===== config.mk =====
export PLATFORM = sky130hd
export DESIGN_NAME = time_entry
export DESIGN_NICKNAME = d
export VERILOG_FILES = /design/src/rtl/time_entry.sv
export SDC_FILE = /design/constraint.sdc
export NUM_CORES = 1
export LEC_CHECK = 0
export BUFFER_PORTS_ARGS = -buffer_cell sky130_fd_sc_hd__clkbuf_2
export CAP_MARGIN = 20
export CORE_ASPECT_RATIO = 1.4
export CORE_MARGIN = 2
export CORE_UTILIZATION = 58
export CTS_CLUSTER_SIZE = 8
export DETAILED_ROUTE_END_ITERATION = 10
export PLACE_DENSITY = 0.81
export SYNTH_ARGS = -nofsm -noshare
export SYNTH_HDL_FRONTEND = slang
export SYNTH_SLANG_ARGS = --single-unit
export TNS_END_PERCENT = 30

===== constraint.sdc =====
create_clock -name clk -period 2.8 [get_ports clk]
set_input_delay 0.14 -clock clk [delete_from_list [all_inputs] [get_ports clk]]
set_output_delay 0.14 -clock clk [all_outputs]
set_load 0.05 [all_outputs]

===== src/rtl/time_entry.sv =====
`default_nettype none
// ============================================================================
// Module   : time_entry
// Brief    : Keypad HH:MM entry. Position-checked BCD digits with ENTER/CLEAR
//            and an inactivity timeout; commits binary hours/minutes.
// Revision : 1.0 - initial release
// ============================================================================
module time_entry #(
    parameter int TIMEOUT_CYCLES = 1000
) (
    input  logic        clk,
    input  logic        reset,
    input  logic        key_valid,
    input  logic [3:0]  key_code,
    output logic        set_time,
    output logic [5:0]  new_time_hr,
    output logic [5:0]  new_time_min,
    output logic [15:0] entry_display,
    output logic        entry_active,
    output logic        entry_error
);

    localparam logic [1:0] c_idle   = 2'd0;
    localparam logic [1:0] c_entry  = 2'd1;
    localparam logic [1:0] c_ready  = 2'd2;
    localparam logic [1:0] c_commit = 2'd3;

    // Timer holds 0..TIMEOUT_CYCLES-1; abandon on the edge it would reach TIMEOUT_CYCLES.
    localparam int              c_tw    = (TIMEOUT_CYCLES > 1) ? $clog2(TIMEOUT_CYCLES) : 1;
    localparam logic [c_tw-1:0] c_tlast = c_tw'(TIMEOUT_CYCLES - 1);

    logic [1:0]      r_state;
    logic [2:0]      r_count;
    logic [15:0]     r_digits;
    logic [c_tw-1:0] r_timer;
    logic            r_error;
    logic [5:0]      r_hr;
    logic [5:0]      r_min;

    logic            w_digit;
    logic            w_enter;
    logic            w_clear;
    logic            w_digit_ok;
    logic            w_timeout;
    logic [5:0]      w_hr;
    logic [5:0]      w_min;

    assign w_digit   = key_valid && (key_code <= 4'd9);
    assign w_enter   = key_valid && (key_code == 4'hA);
    assign w_clear   = key_valid && (key_code == 4'hB);
    assign w_timeout = (r_timer == c_tlast);

    assign w_hr  = 6'(r_digits[15:12]) * 6'd10 + 6'(r_digits[11:8]);
    assign w_min = 6'(r_digits[7:4])   * 6'd10 + 6'(r_digits[3:0]);

    always_comb begin
        w_digit_ok = 1'b1;
        case (r_count)
            3'd0:    w_digit_ok = (key_code <= 4'd2);
            3'd1:    w_digit_ok = (r_digits[15:12] == 4'd2) ? (key_code <= 4'd3) : 1'b1;
            3'd2:    w_digit_ok = (key_code <= 4'd5);
            default: w_digit_ok = 1'b1;
        endcase
    end

    always_ff @(posedge clk or negedge reset) begin
        if (!reset) begin
            r_state  <= c_idle;
            r_count  <= 3'd0;
            r_digits <= 16'h0000;
            r_timer  <= '0;
            r_error  <= 1'b0;
            r_hr     <= 6'd0;
            r_min    <= 6'd0;
        end else begin
            r_error <= 1'b0;
            case (r_state)
                c_idle: begin
                    r_timer <= '0;
                    if (w_clear) begin
                        r_digits <= 16'h0000;
                        r_count  <= 3'd0;
                    end else if (w_enter) begin
                        r_error <= 1'b1;
                    end else if (w_digit) begin
                        if (w_digit_ok) begin
                            r_digits[15:12] <= key_code;
                            r_count         <= 3'd1;
                            r_state         <= c_entry;
                        end else begin
                            r_error <= 1'b1;
                        end
                    end
                end
                c_entry: begin
                    if (w_clear) begin
                        r_state  <= c_idle;
                        r_digits <= 16'h0000;
                        r_count  <= 3'd0;
                        r_timer  <= '0;
                    end else if (w_enter) begin
                        r_error <= 1'b1;
                        r_timer <= '0;
                    end else if (w_digit) begin
                        r_timer <= '0;
                        if (w_digit_ok) begin
                            case (r_count)
                                3'd1:    r_digits[11:8] <= key_code;
                                3'd2:    r_digits[7:4]  <= key_code;
                                default: r_digits[3:0]  <= key_code;
                            endcase
                            r_count <= r_count + 3'd1;
                            if (r_count == 3'd3)
                                r_state <= c_ready;
                        end else begin
                            r_error <= 1'b1;
                        end
                    end else if (w_timeout) begin
                        r_state  <= c_idle;
                        r_digits <= 16'h0000;
                        r_count  <= 3'd0;
                        r_timer  <= '0;
                    end else begin
                        r_timer <= r_timer + 1'b1;
                    end
                end
                c_ready: begin
                    if (w_clear) begin
                        r_state  <= c_idle;
                        r_digits <= 16'h0000;
                        r_count  <= 3'd0;
                        r_timer  <= '0;
                    end else if (w_enter) begin
                        r_state <= c_commit;
                        r_hr    <= w_hr;
                        r_min   <= w_min;
                        r_timer <= '0;
                    end else if (w_digit) begin
                        r_error <= 1'b1;
                        r_timer <= '0;
                    end else if (w_timeout) begin
                        r_state  <= c_idle;
                        r_digits <= 16'h0000;
                        r_count  <= 3'd0;
                        r_timer  <= '0;
                    end else begin
                        r_timer <= r_timer + 1'b1;
                    end
                end
                default: begin
                    // Any key arriving while committing is dropped silently.
                    r_state  <= c_idle;
                    r_digits <= 16'h0000;
                    r_count  <= 3'd0;
                    r_timer  <= '0;
                end
            endcase
        end
    end

    assign set_time      = (r_state == c_commit);
    assign entry_active  = (r_state == c_entry) || (r_state == c_ready);
    assign entry_error   = r_error;
    assign entry_display = r_digits;
    assign new_time_hr   = r_hr;
    assign new_time_min  = r_min;

endmodule
`default_nettype wire


# Word level (Yosys, flattened, before mapping)

Cells that the tools add are included.

Register bits: 44
Input port bits: 7
Output and inout bits: 31
Logic and storage cells: 125

Add/subtract/negate cells: 4
Multiply operators: 2
$lt $le $gt $ge: 4
Equal/unequal tests: 28
Mux-type cells: 60
Bitwise operators: 1
Reductions and logical operators: 16

Operator list:

| kind                    | count |
|---|---|
| $mux W16                | 6 |
| $mux W10                | 5 |
| $pmux W16 S3            | 1 |
| $mux W12                | 3 |
| $mux W3                 | 12 |
| $mux W4                 | 8 |
| $mux W2                 | 13 |
| $ne A3 B3 Y1 const B    | 7 |
| $reduce_and A6 Y1       | 3 |
| $ne A4 B4 Y1 const B    | 4 |
| $reduce_and A7 Y1       | 2 |
| $add A6 B4 Y6           | 2 |
| $add A10 B1 Y10 const B | 1 |
| $eq A10 B10 Y1 const B  | 1 |
| $mul A4 B3 Y5 const B   | 2 |
| $ne A2 B2 Y1 const B    | 5 |
| $pmux W3 S3             | 1 |
| $eq A4 B4 Y1 const B    | 2 |
| $le A4 B2 Y1 const B    | 2 |
| $mux W1                 | 8 |
| $ne A4 B3 Y1 const B    | 2 |
| $reduce_and A8 Y1       | 1 |
| $eq A3 B2 Y1 const B    | 2 |
| $pmux W2 S3             | 1 |
| other kinds (16)        | 21 |

# Logic depth before layout (Yosys ltp)

Gate-level depths: netlist (run 1).

Depth after elaboration: 8
Gate-level depth with buffers: 8
Depth with buffers taken out: 8

# Worst setup path after synthesis (run 1)

Ideal clock, no wire load.

Path type: reg2reg
Start: reg r_digits[13] (netlist: entry_display[13])
End: reg r_digits[14] (netlist: entry_display[14])
Setup time: 0.122 ns
Data arrival time: 2.166 ns
Data required time: 2.678 ns
Slack: 0.512 ns
Cell stages (with the launch flop): 7
Buffers on the path: 0
Clock period less this slack: 2.288 ns
Cells stage by stage: dfrtp_1 -> or4b_4 -> a311oi_4 -> o21ai_2 -> nor2_2 -> nor3_1 -> a32o_1

Word-level cells in the longest chain between the ends: 5

RTL lines:

| what                               | RTL line | RTL |
|---|---|---|
| start, declared                    | 34       | `logic [15:0] r_digits;` |
| start signal, assigned             | 87       | `r_digits[15:12] <= key_code;` |
| $eq A4 B2 Y1                       | 60       | `3'd1: w_digit_ok = (r_digits[15:12] == 4'd2) ? (key_code <= 4'd3) : 1'b1;` |
| $mux W1                            | 60       |  |
| $pmux W1 S3                        | 58       | `case (r_count)` |
| $ne A3 B3 Y1 (no source line)      | --       |  |
| $reduce_and A7 Y1 (no source line) | --       |  |

Every way passes these cells.
A chain may end at the register's enable or synchronous reset.

# Worst setup path after layout (run 1)

Start: reg r_timer[0]
End: reg r_digits[13] (netlist: entry_display[13])

Word-level cells in the longest chain between the ends: 6
Elaborated cells between the ends (all ways): 9
Those cells by class: eq/ne: 1; mux: 8

RTL lines:

| what                                       | RTL line | RTL |
|---|---|---|
| start, declared                            | 35       | `logic [c_tw-1:0] r_timer;` |
| start signal, assigned                     | 124      | `r_timer <= r_timer + 1'b1;` |
| start signal, assigned                     | 147      | `r_timer <= r_timer + 1'b1;` |
| $eq A10 B10 Y1 *                           | 51       | `assign w_timeout = (r_timer == c_tlast);` |
| $mux W16 *                                 | --       |  |
| $mux W16 / $mux W4 (equally long branches) | --       |  |
| $mux W16 (on tied branches) (2 in series)  | --       |  |
| $pmux W16 S3 *                             | --       |  |

Mark *: on every way between the ends. The rest lies on a longest branch, timed or not. The select of a mux whose other input is x is not followed.

==> results of run 1 <==
-- synth_stat cells, types with 2 or more instances --
cell,count
and3_1,3
or2_2,2
inv_1,19
nor3_1,11
o31ai_1,2
buf_2,2
a31oi_1,2
xnor2_1,7
o21ai_2,4
a22o_1,3
o21ai_0,43
fa_1,2
nand3b_1,2
a21oi_1,13
o22ai_1,4
nand4_1,2
clkbuf_1,8
nand3_1,11
nand2b_1,2
dfrtp_1,44
mux2_2,4
nor2_1,28
nor2b_1,4
xor2_1,11
nand2_1,21
buf_4,4
a21o_1,3
ha_1,23
or4_1,2
-- power breakdown --
part           internal, mW  total (mW)  switching, mW  leakage, nW
clock network         0.269       0.516          0.247       0.0548
registers             0.776       0.918          0.142        0.601
logic                 0.516        1.67           1.16        0.863
-- area by class of cell --
class	count	area, sq um	area share [%]
clock buffer	5	68.82	2.176
clock inverter	3	46.29	1.464
inverter	19	71.32	2.255
multi-input combinational	230	1565	49.49
sequential	44	1101	34.81
tap	64	80.08	2.532
timing repair buffer	41	230.2	7.278
-- kinds of logic after synthesis --
group / count (synthesis) / synth area share (%)
AND/OR/NAND/NOR: 98 / 18.05
AO/OA/AOI/OAI: 85 / 18.81
flip-flops: 44 / 39.22
buffers and inverters: 33 / 5.036
adder cells (fa/ha/maj): 25 / 11.68
XOR/XNOR: 18 / 5.615
multiplexers: 4 / 1.604
-- metal layers --
layer	global-route usage, %	vias to the layer above
met2	44.67	100
li1	-	1151
met5	0	-
met4	8.687	0
met1	28.46	1123
met3	2.857	17
-- registers in the layout (all words and copies together) (netlist names) --
register / cells
new_time_min: 6
entry_error: 1
new_time_hr: 6
r_state: 2
r_timer: 10
entry_display: 16
r_count: 3
-- worst max-delay path: stages, from the launching register on --
cell and delay (ps):
dfrtp_1 400, ha_1 280, nand4b_1 140, nor3_2 360, or3b_1 310, nor2_1 130
or3_4 420, a22o_1 240
-- repair_timing --
| action | CTS | global route |
|---|---|---|
| hold buffers | 0 | 1 |
| gates resized for setup | 0 | 0 |
| hold endpoints to repair | 0 | 8 |
-- through the flow --
stage                     instance area, sq um  power (mW)  utilization, %
after floorplan                           2808       2.231               -
after CTS                                 3133       3.106           65.72
after global routing                      3163       3.311           66.35
after detailed placement                  3018       2.588           63.31
final                                     3163       3.107           66.35
after global placement                    3018       2.547           63.31
-- path summary, 6_finish.rpt --
path / startpoint / depth (start not counted) / to
min in group asynchronous: reset / 2 / entry_display[14]$_DFFE_PN0P_
max reg2reg: r_timer[0]$_DFF_PN0_ / 7 / entry_display[13]$_DFFE_PN0P_
max: r_timer[0]$_DFF_PN0_ / 7 / entry_display[13]$_DFFE_PN0P_
max in group asynchronous: reset / 3 / r_state[0]$_DFFE_PN0P_
min: key_code[0] / 2 / entry_display[12]$_DFFE_PN0P_
min reg2reg: new_time_hr[3]$_DFFE_PN0P_ / 2 / new_time_hr[3]$_DFFE_PN0P_
==> metrics.txt, run 1 <==
# TYPE chip_impl_metric gauge
chip_impl_metric{name="period_share",unit="%"} 85.03
chip_impl_metric{name="max_freq",unit="MHz"} 420.0
chip_impl_metric{name="netlist_area",unit="sq um"} 2808
chip_impl_metric{name="wl_met3",unit="um"} 314
chip_impl_metric{name="count_of_yosys_warnings_during_synthesis",unit=""} 0
chip_impl_metric{name="grt_pass1_vias",unit=""} 2270
chip_impl_metric{name="hpwlAfterDp",unit="um"} 4701
chip_impl_metric{name="viasPerCell",unit=""} 5.889
chip_impl_metric{name="finalNonFillerCells",unit=""} 406
chip_impl_info{name="final_common_cell",value="dfrtp_1"} 1
chip_impl_metric{name="reg2reg_slack",unit="ps"} 420
chip_impl_info{name="ctsRootBufferMaster",value="clkbuf_8"} 1
chip_impl_metric{name="initial_utilization",unit="%"} 58.90
chip_impl_metric{name="firstDrtPassIters",unit=""} 4
chip_impl_metric{name="whs",unit="ps"} 195.7
chip_impl_metric{name="pin_count",unit=""} 38
chip_impl_info{name="rsz0062_at_grt",value="false"} 1
chip_impl_metric{name="post_synth_num_cell_types",unit=""} 50
chip_impl_metric{name="vdd_drop_max",unit="V"} 0.0006989
chip_impl_metric{name="placed_cells",unit=""} 396
chip_impl_metric{name="fp.dieArea",unit="sq um"} 5421
chip_impl_info{name="cts_tree",value="yes"} 1
chip_impl_metric{name="power_density",unit="nW/um^2"} 982.2
chip_impl_metric{name="syn_to_final_growth",unit="%"} 12.66
chip_impl_info{name="synth_ff_type",value="dfrtp_1"} 1
chip_impl_metric{name="timing_max_transition_violations_final",unit=""} 0
chip_impl_metric{name="clock_sinks",unit=""} 44
chip_impl_metric{name="synth_edf_count",unit=""} 0
chip_impl_metric{name="route.final.wire_length",unit="um"} 6377
chip_impl_metric{name="global_route.overflow_total",unit=""} 0
chip_impl_metric{name="grt_start_max_net_pins",unit=""} 45
chip_impl_metric{name="syn-mean-instance-area",unit="sq um"} 9.146
chip_impl_metric{name="floorplan.die.width",unit="um"} 62.80
chip_impl_metric{name="hold_viol_final",unit=""} 0
chip_impl_metric{name="worst_slew_pin_slew",unit="ps"} 626.4
chip_impl_metric{name="io_buffer_count",unit=""} 37
chip_impl_metric{name="met2_length",unit="um"} 3373
chip_impl_metric{name="preCtsSetupSlack",unit="ps"} 492.7
chip_impl_metric{name="synth_seq_cells",unit=""} 44
chip_impl_metric{name="share_of_the_yosys_chip_area_belonging_to_registers",unit="%"} 39.22
chip_impl_metric{name="cts.reportedPaths.clkPinSlew",unit="ps"} 90
chip_impl_metric{name="first_iter_violations",unit=""} 166
chip_impl_info{name="worstSetupStartpointType",value="flip-flop"} 1
chip_impl_metric{name="syn-num-nets",unit=""} 339
chip_impl_metric{name="insertedDiodeCount",unit=""} 0
chip_impl_metric{name="cts_inserted_buffers",unit=""} 5
chip_impl_metric{name="p_leak",unit="nW"} 1.519
chip_impl_info{name="topRoutingLayerUsed",value="met4"} 1
chip_impl_metric{name="fillerInstances",unit=""} 398
chip_impl_metric{name="critical_path.max_fanout",unit=""} 6
chip_impl_metric{name="timing.slew.headroom",unit="%"} 58.14
chip_impl_metric{name="period_minus_slack",unit="ps"} 2381
chip_impl_info{name="critical_path_class",value="flip-flop to flip-flop"} 1
chip_impl_metric{name="crit_arrival",unit="ps"} 2580
chip_impl_info{name="timing.hold.worst.class",value="input port to flip-flop"} 1
chip_impl_metric{name="timing.critical_path.required",unit="ps"} 2990
chip_impl_metric{name="finalClockSkew",unit="ps"} 9.631
chip_impl_metric{name="clock_tree.buffer_depth",unit=""} 2
chip_impl_metric{name="die-height",unit="um"} 86.33
chip_impl_metric{name="rows",unit=""} 30
chip_impl_metric{name="synthArstFlopShare",unit="%"} 100.0
chip_impl_info{name="synth.area.top_cells",value="dfrtp_1, ha_1, o21ai_0, nor2_1, xor2_1"} 1
chip_impl_metric{name="max-cap-violations",unit=""} 0
chip_impl_info{name="synthDominantAreaCellType",value="dfrtp_1"} 1
chip_impl_metric{name="final_setup_vio_count",unit=""} 0
chip_impl_info{name="outcome",value="finished clean"} 1
chip_impl_metric{name="total_core_area",unit="sq um"} 4767
chip_impl_metric{name="post-cts-setup-buffers",unit=""} 0
chip_impl_metric{name="synth_top_cell_area_share",unit="%"} 39.22
chip_impl_metric{name="post_route_cells_drive_above_1_share",unit="%"} 18.71
chip_impl_metric{name="route.detailed.drc",unit=""} 0
chip_impl_metric{name="wl_per_cell",unit="um"} 15.71
chip_impl_metric{name="syn-instance-count",unit=""} 307
chip_impl_metric{name="worstSkewPairLatency",unit="ps"} 310
chip_impl_metric{name="grt_usage",unit="%"} 24.02
chip_impl_metric{name="finalWorstSetupSlack",unit="ps"} 419.3
chip_impl_metric{name="layout.nets",unit=""} 373
chip_impl_metric{name="route.vias.total",unit=""} 2391
chip_impl_metric{name="number_of_antenna_violations_at_the_first_check_in_global_routing",unit=""} 0
chip_impl_metric{name="antenna_violating_nets_post_route",unit=""} 0
chip_impl_info{name="layout.cells.most_common_list",value="dfrtp_1, o21ai_0, clkbuf_2"} 1
chip_impl_metric{name="routabilityCongestion",unit=""} 0.9531
chip_impl_metric{name="h-tree-depth",unit=""} 2
chip_impl_metric{name="global_route_wire_length_before_repair",unit="um"} 10470
chip_impl_metric{name="post_route_met1_wirelength",unit="um"} 2568
chip_impl_info{name="critical_path.endpoint_type",value="flip-flop"} 1
chip_impl_metric{name="totalNegativeSetupSlack",unit="ps"} 0
Power figures use the tool's default switching activity.
==> inputs of run 2 (changes only) <==
--- a/config.mk
+++ b/config.mk
@@ -12,7 +12,10 @@
 export CORE_UTILIZATION = 58
 export CTS_CLUSTER_SIZE = 8
 export DETAILED_ROUTE_END_ITERATION = 10
+export HOLD_SLACK_MARGIN = 0.15
+export MAX_ROUTING_LAYER = met4
 export PLACE_DENSITY = 0.81
+export SETUP_SLACK_MARGIN = 0.05
 export SYNTH_ARGS = -nofsm -noshare
 export SYNTH_HDL_FRONTEND = slang
 export SYNTH_SLANG_ARGS = --single-unit
==> run 2 against run 1 <==
Non-clock buffer count unchanged. Design area unchanged. Largest cell class unchanged. Utilization unchanged. Fmax down 0.16%. Power down 0.15%. Via count up 0.29%. Global-route usage up 0.52 points.
==> metrics.txt, run 2 (synthesized netlist as in run 1, its figures left out) <==
# TYPE chip_impl_metric gauge
chip_impl_info{name="ctsRootBufferMaster",value="clkbuf_8"} 1
chip_impl_metric{name="power_density",unit="nW/um^2"} 980.7
chip_impl_metric{name="global_route_wire_length_before_repair",unit="um"} 10280
chip_impl_info{name="rsz0062_at_grt",value="false"} 1
chip_impl_metric{name="reg2reg_slack",unit="ps"} 420
chip_impl_info{name="timing.hold.worst.class",value="input port to flip-flop"} 1
chip_impl_metric{name="ctsResizeCount",unit=""} 0
chip_impl_metric{name="cts_inserted_buffers",unit=""} 5
chip_impl_metric{name="crit_arrival",unit="ps"} 2580
chip_impl_metric{name="number_of_antenna_violations_at_the_first_check_in_global_routing",unit=""} 0
chip_impl_metric{name="rows",unit=""} 30
chip_impl_metric{name="hold_viol_final",unit=""} 0
chip_impl_metric{name="first_iter_violations",unit=""} 170
chip_impl_metric{name="route.detailed.drc",unit=""} 0
chip_impl_metric{name="worstSkewPairLatency",unit="ps"} 310
chip_impl_metric{name="critical_path.max_fanout",unit=""} 6
chip_impl_metric{name="grt_pass1_vias",unit=""} 2252
chip_impl_metric{name="period_minus_slack",unit="ps"} 2385
chip_impl_metric{name="syn_to_final_growth",unit="%"} 12.66
chip_impl_metric{name="global_route.overflow_total",unit=""} 0
chip_impl_metric{name="viasPerCell",unit=""} 5.906
chip_impl_metric{name="hpwlAfterDp",unit="um"} 4680
chip_impl_metric{name="routabilityCongestion",unit=""} 0.9724
chip_impl_metric{name="floorplan.die.width",unit="um"} 62.80
chip_impl_metric{name="wl_per_cell",unit="um"} 15.48
chip_impl_metric{name="timing.critical_path.required",unit="ps"} 3000
chip_impl_metric{name="max-cap-violations",unit=""} 0
chip_impl_metric{name="total_core_area",unit="sq um"} 4767
chip_impl_metric{name="final_setup_vio_count",unit=""} 0
chip_impl_info{name="layout.cells.most_common_list",value="dfrtp_1, o21ai_0, clkbuf_2"} 1
chip_impl_info{name="worstSetupStartpointType",value="flip-flop"} 1
chip_impl_metric{name="totalNegativeSetupSlack",unit="ps"} 0
chip_impl_metric{name="period_share",unit="%"} 85.17
chip_impl_metric{name="route.vias.total",unit=""} 2398
chip_impl_metric{name="max_freq",unit="MHz"} 419.4
chip_impl_info{name="cts_tree",value="yes"} 1
chip_impl_metric{name="h-tree-depth",unit=""} 2
chip_impl_metric{name="grt_start_max_net_pins",unit=""} 45
chip_impl_metric{name="fp.dieArea",unit="sq um"} 5421
chip_impl_info{name="outcome",value="finished clean"} 1
chip_impl_metric{name="grt_usage",unit="%"} 24.55
chip_impl_metric{name="timing.slew.headroom",unit="%"} 57.94
chip_impl_metric{name="finalClockSkew",unit="ps"} 9.019
chip_impl_metric{name="route.final.wire_length",unit="um"} 6283
chip_impl_metric{name="utilization",unit="%"} 66.35
chip_impl_metric{name="layout.nets",unit=""} 373
chip_impl_metric{name="antenna_violating_nets_post_route",unit=""} 0
chip_impl_metric{name="largest_register_ff_count",unit=""} 16
chip_impl_metric{name="io_buffer_count",unit=""} 37
chip_impl_metric{name="die-height",unit="um"} 86.33
chip_impl_metric{name="clock_tree.buffer_depth",unit=""} 2
chip_impl_metric{name="firstDrtPassIters",unit=""} 5
chip_impl_metric{name="insertedDiodeCount",unit=""} 0
chip_impl_metric{name="initial_utilization",unit="%"} 58.90
chip_impl_metric{name="clock_sinks",unit=""} 44
chip_impl_metric{name="cts.reportedPaths.clkPinSlew",unit="ps"} 90
chip_impl_metric{name="vdd_drop_max",unit="V"} 0.0004837
chip_impl_metric{name="timing_max_transition_violations_final",unit=""} 0
chip_impl_metric{name="pin_count",unit=""} 38
chip_impl_metric{name="worst_slew_pin_slew",unit="ps"} 629.4
chip_impl_info{name="final_common_cell",value="dfrtp_1"} 1
chip_impl_metric{name="post_route_cells_drive_above_1_share",unit="%"} 18.71
chip_impl_info{name="critical_path.endpoint_type",value="flip-flop"} 1
chip_impl_metric{name="p_leak",unit="nW"} 1.519
chip_impl_info{name="critical_path_class",value="flip-flop to flip-flop"} 1
## run 2: cell counts in the layout (fill, tap and decap cells not counted)
No cell type changed its count.
## run 2: final cells by class
class | count | area [sq um]
flip-flops and latches | 44 | 1101
multi-input cells | 230 | 1565
repair buffers | 41 | 230.2
inverters | 19 | 71.32
fillers | 405 | 1604
well taps | 64 | 80.08
clock inverters | 3 | 46.29
clock buffers | 5 | 68.82
## run 2: worst max-delay path, stage by stage (launching register included)
cell	delay, ps
dfrtp_1	400
ha_1	260
nand4b_1	130
nor3_2	360
or3b_1	320
nor2_1	140
or3_4	430
a22o_1	240
## run 2: final timing paths
check	end	depth (start not counted)	startpoint
max	entry_display[13]$_DFFE_PN0P_	7	r_timer[0]$_DFF_PN0_
min	entry_display[12]$_DFFE_PN0P_	2	key_code[0]
max reg2reg	entry_display[13]$_DFFE_PN0P_	7	r_timer[0]$_DFF_PN0_
min reg2reg	new_time_hr[2]$_DFFE_PN0P_	2	new_time_hr[2]$_DFFE_PN0P_
max in group asynchronous	new_time_min[0]$_DFFE_PN0P_	3	reset
min in group asynchronous	entry_display[14]$_DFFE_PN0P_	2	reset
## run 2: repair_timing
item                                   4_1_cts  5_1_grt
hold buffers                                 1        0
setup buffers                                0        0
endpoints found under the hold margin       44        0
## run 2: metrics by stage
step	hold slack [ps]	total power, mW	area [sq um]	setup WS [ps]	cells
floorplan	-155.6	2.231	2808	512.4	307
global placement	382.1	2.545	3018	483.9	396
detailed placement	399.9	2.586	3018	514.0	396
CTS	183.3	3.103	3143	485.6	405
global route	196.9	3.308	3163	293.4	406
finish	195.6	3.102	3163	415.4	406
## run 2: report_power, final
| group | internal [mW] | switching, mW |
|---|---|---|
| Combinational | 0.516 | 1.16 |
| Sequential | 0.776 | 0.143 |
| Clock | 0.269 | 0.241 |
| Total | 1.56 | 1.54 |
## run 2: metal layers
metal / GRT usage (%) / wire, um / up-vias
met2: 43.60 / 3188 / 104
met5: - / 0 / -
met3: 3.506 / 347 / 34
met4: 9.697 / 255 / 0
li1: - / - / 1153
met1: 27.99 / 2492 / 1107
==> inputs of run 3 (changes only) <==
--- a/config.mk
+++ b/config.mk
@@ -9,12 +9,13 @@
 export CAP_MARGIN = 20
 export CORE_ASPECT_RATIO = 1.4
 export CORE_MARGIN = 2
-export CORE_UTILIZATION = 58
+export CORE_UTILIZATION = 60
+export CTS_BUF_LIST = sky130_fd_sc_hd__clkbuf_2 sky130_fd_sc_hd__clkbuf_4 sky130_fd_sc_hd__clkbuf_8
 export CTS_CLUSTER_SIZE = 8
 export DETAILED_ROUTE_END_ITERATION = 10
 export HOLD_SLACK_MARGIN = 0.15
 export MAX_ROUTING_LAYER = met4
-export PLACE_DENSITY = 0.81
+export PLACE_DENSITY = 0.84
 export SETUP_SLACK_MARGIN = 0.05
 export SYNTH_ARGS = -nofsm -noshare
 export SYNTH_HDL_FRONTEND = slang
==> run 3 against run 2 <==
Via count increased by 3.1%. Utilization increased by 3.3 points. Register-to-register slack improved by 50 ps. Non-clock buffer count unchanged. Power increased by 0.59%. Critical path depth unchanged. Flip-flop and latch count unchanged. Design area about the same. Sequential share of layout area about the same. Worst setup slack improved by 46 ps. Global-route usage increased by 3.1 points. Sequential power about the same.
==> metrics.txt, run 3 (synthesized netlist as in run 1, its figures left out) <==
# TYPE chip_impl_metric gauge
chip_impl_metric{name="grt_usage",unit="%"} 27.62
chip_impl_metric{name="viasPerCell",unit=""} 6.121
chip_impl_info{name="path_cells",value="ha_1 > nand4b_1 > nor3_2 > or3b_1 > nor2_1 > or3_4 > a22o_1"} 1
chip_impl_metric{name="crit_arrival",unit="ps"} 2530
chip_impl_metric{name="vdd_drop_max",unit="V"} 0.0005165
chip_impl_metric{name="finalClockSkew",unit="ps"} 7.234
chip_impl_info{name="timing.hold.worst.class",value="input port to flip-flop"} 1
chip_impl_metric{name="layout.nets",unit=""} 373
chip_impl_metric{name="critical_path.max_fanout",unit=""} 6
chip_impl_info{name="critical_path.endpoint_type",value="flip-flop"} 1
chip_impl_metric{name="max_freq",unit="MHz"} 427.6
chip_impl_info{name="outcome",value="finished clean"} 1
chip_impl_metric{name="io_buffer_count",unit=""} 37
chip_impl_metric{name="timing.slew.headroom",unit="%"} 57.48
chip_impl_metric{name="timing.critical_path.buf_inv",unit=""} 0
chip_impl_metric{name="preCtsSetupSlack",unit="ps"} 516.1
chip_impl_metric{name="h-tree-depth",unit=""} 2
chip_impl_metric{name="max-cap-violations",unit=""} 0
chip_impl_metric{name="ctsResizeCount",unit=""} 0
chip_impl_metric{name="route.final.wire_length",unit="um"} 6446
chip_impl_metric{name="largest_register_ff_count",unit=""} 16
chip_impl_metric{name="fillerInstances",unit=""} 334
chip_impl_metric{name="clock_tree.buffer_depth",unit=""} 2
chip_impl_info{name="timing.critical_path.max_delay_family",value="simple AND/OR/NAND/NOR gates"} 1
chip_impl_info{name="worst_path_max_delay_cell",value="or3_4"} 1
chip_impl_metric{name="timing_max_transition_violations_final",unit=""} 0
chip_impl_metric{name="fp.dieArea",unit="sq um"} 5251
chip_impl_metric{name="wl_per_cell",unit="um"} 15.96
chip_impl_info{name="worstSetupStartpointType",value="flip-flop"} 1
chip_impl_metric{name="total_power",unit="mW"} 3.120
chip_impl_info{name="cts_tree",value="yes"} 1
chip_impl_metric{name="route.detailed.drc",unit=""} 0
chip_impl_info{name="rsz0062_at_grt",value="false"} 1
chip_impl_metric{name="period_share",unit="%"} 83.52
chip_impl_metric{name="syn_to_final_growth",unit="%"} 12.57
chip_impl_metric{name="floorplan.die.width",unit="um"} 61.82
chip_impl_metric{name="power_density",unit="nW/um^2"} 987.3
chip_impl_metric{name="whs",unit="ps"} 188.8
chip_impl_metric{name="cts_hold_buf",unit=""} 1
chip_impl_metric{name="global_route.overflow_total",unit=""} 0
chip_impl_metric{name="die-height",unit="um"} 84.94
chip_impl_metric{name="firstDrtPassIters",unit=""} 5
chip_impl_metric{name="totalNegativeSetupSlack",unit="ps"} 0
chip_impl_metric{name="p_leak",unit="nW"} 1.519
chip_impl_metric{name="initial_utilization",unit="%"} 61.90
chip_impl_metric{name="rows",unit=""} 29
chip_impl_metric{name="number_of_antenna_violations_at_the_first_check_in_global_routing",unit=""} 0
chip_impl_metric{name="worst_path_largest_cell_delay",unit="ps"} 420
chip_impl_info{name="ctsRootBufferMaster",value="clkbuf_8"} 1
chip_impl_metric{name="cts.reportedPaths.clkPinSlew",unit="ps"} 90
chip_impl_info{name="final_common_cell",value="dfrtp_1"} 1
chip_impl_metric{name="first_iter_violations",unit=""} 169
chip_impl_metric{name="cts_inserted_buffers",unit=""} 5
chip_impl_metric{name="total_core_area",unit="sq um"} 4536
chip_impl_metric{name="global_route_wire_length_before_repair",unit="um"} 10840
chip_impl_metric{name="worstSkewPairLatency",unit="ps"} 310
chip_impl_metric{name="post-cts-setup-buffers",unit=""} 0
chip_impl_metric{name="route.vias.total",unit=""} 2473
chip_impl_metric{name="worst_slew_pin_slew",unit="ps"} 636.3
chip_impl_metric{name="finalWorstSetupSlack",unit="ps"} 461.4
chip_impl_info{name="layout.cells.most_common_list",value="dfrtp_1, o21ai_0, clkbuf_2"} 1
chip_impl_metric{name="hpwlAfterDp",unit="um"} 4750
chip_impl_metric{name="timing.critical_path.required",unit="ps"} 3000
chip_impl_metric{name="final_setup_vio_count",unit=""} 0
chip_impl_info{name="critical_path_class",value="flip-flop to flip-flop"} 1
chip_impl_metric{name="clock_sinks",unit=""} 44
chip_impl_metric{name="post_route_cells_drive_above_1_share",unit="%"} 18.71
chip_impl_metric{name="pin_count",unit=""} 38
chip_impl_metric{name="grt_pass1_vias",unit=""} 2368
chip_impl_metric{name="period_minus_slack",unit="ps"} 2339
chip_impl_metric{name="hold_viol_final",unit=""} 0
chip_impl_metric{name="insertedDiodeCount",unit=""} 0
chip_impl_metric{name="routabilityCongestion",unit=""} 0.9690
chip_impl_metric{name="antenna_violating_nets_post_route",unit=""} 0
chip_impl_metric{name="grt_start_max_net_pins",unit=""} 45
-- run 3: cell counts in the layout (fill, tap and decap cells not counted) --
No cell type changed its count.
-- run 3: final cells by class --
cell class	count	area (sq um)	area share, %
clock buffers	5	68.82	2.177
clock inverters	3	46.29	1.465
inverters	19	71.32	2.257
multi-input cells	230	1565	49.52
flip-flops and latches	44	1101	34.84
well taps	62	77.57	2.454
repair buffers	41	230.2	7.284
-- run 3: through the flow --
step	cell area, sq um	cells	util, %
after detailed placement	3015	394	66.48
after global placement	3015	394	66.48
after CTS	3141	403	69.24
after global routing	3161	404	69.68
after floorplan	2808	307	-
final	3161	404	69.68
-- run 3: metal layers --
metal  part of all wire (%)  GRT usage [%]  vias to the layer above
met1                     39          33.20                     1179
met2                     53          45.74                      119
met3                    5.1          3.201                       24
met5                      0              -                        -
li1                       -              -                     1151
met4                    2.8          11.03                        0
-- run 3: path summary, 6_finish.rpt --
kind                                            endpoint  slack [ps]                        start  cells after the start
min in group asynchronous  entry_display[14]$_DFFE_PN0P_         240                        reset                      2
max reg2reg                entry_display[13]$_DFFE_PN0P_         460         r_timer[0]$_DFF_PN0_                      7
min                        entry_display[12]$_DFFE_PN0P_         190                  key_code[0]                      2
min reg2reg                  new_time_min[3]$_DFFE_PN0P_         490  new_time_min[3]$_DFFE_PN0P_                      2
max                        entry_display[13]$_DFFE_PN0P_         460         r_timer[0]$_DFF_PN0_                      7
max in group asynchronous         r_state[1]$_DFFE_PN0P_        2080                        reset                      3
-- run 3: power by group --
| group | internal [mW] | total, mW | switching (mW) |
|---|---|---|---|
| clock | 0.269 | 0.512 | 0.243 |
| sequential | 0.776 | 0.919 | 0.142 |
| combinational | 0.519 | 1.69 | 1.17 |
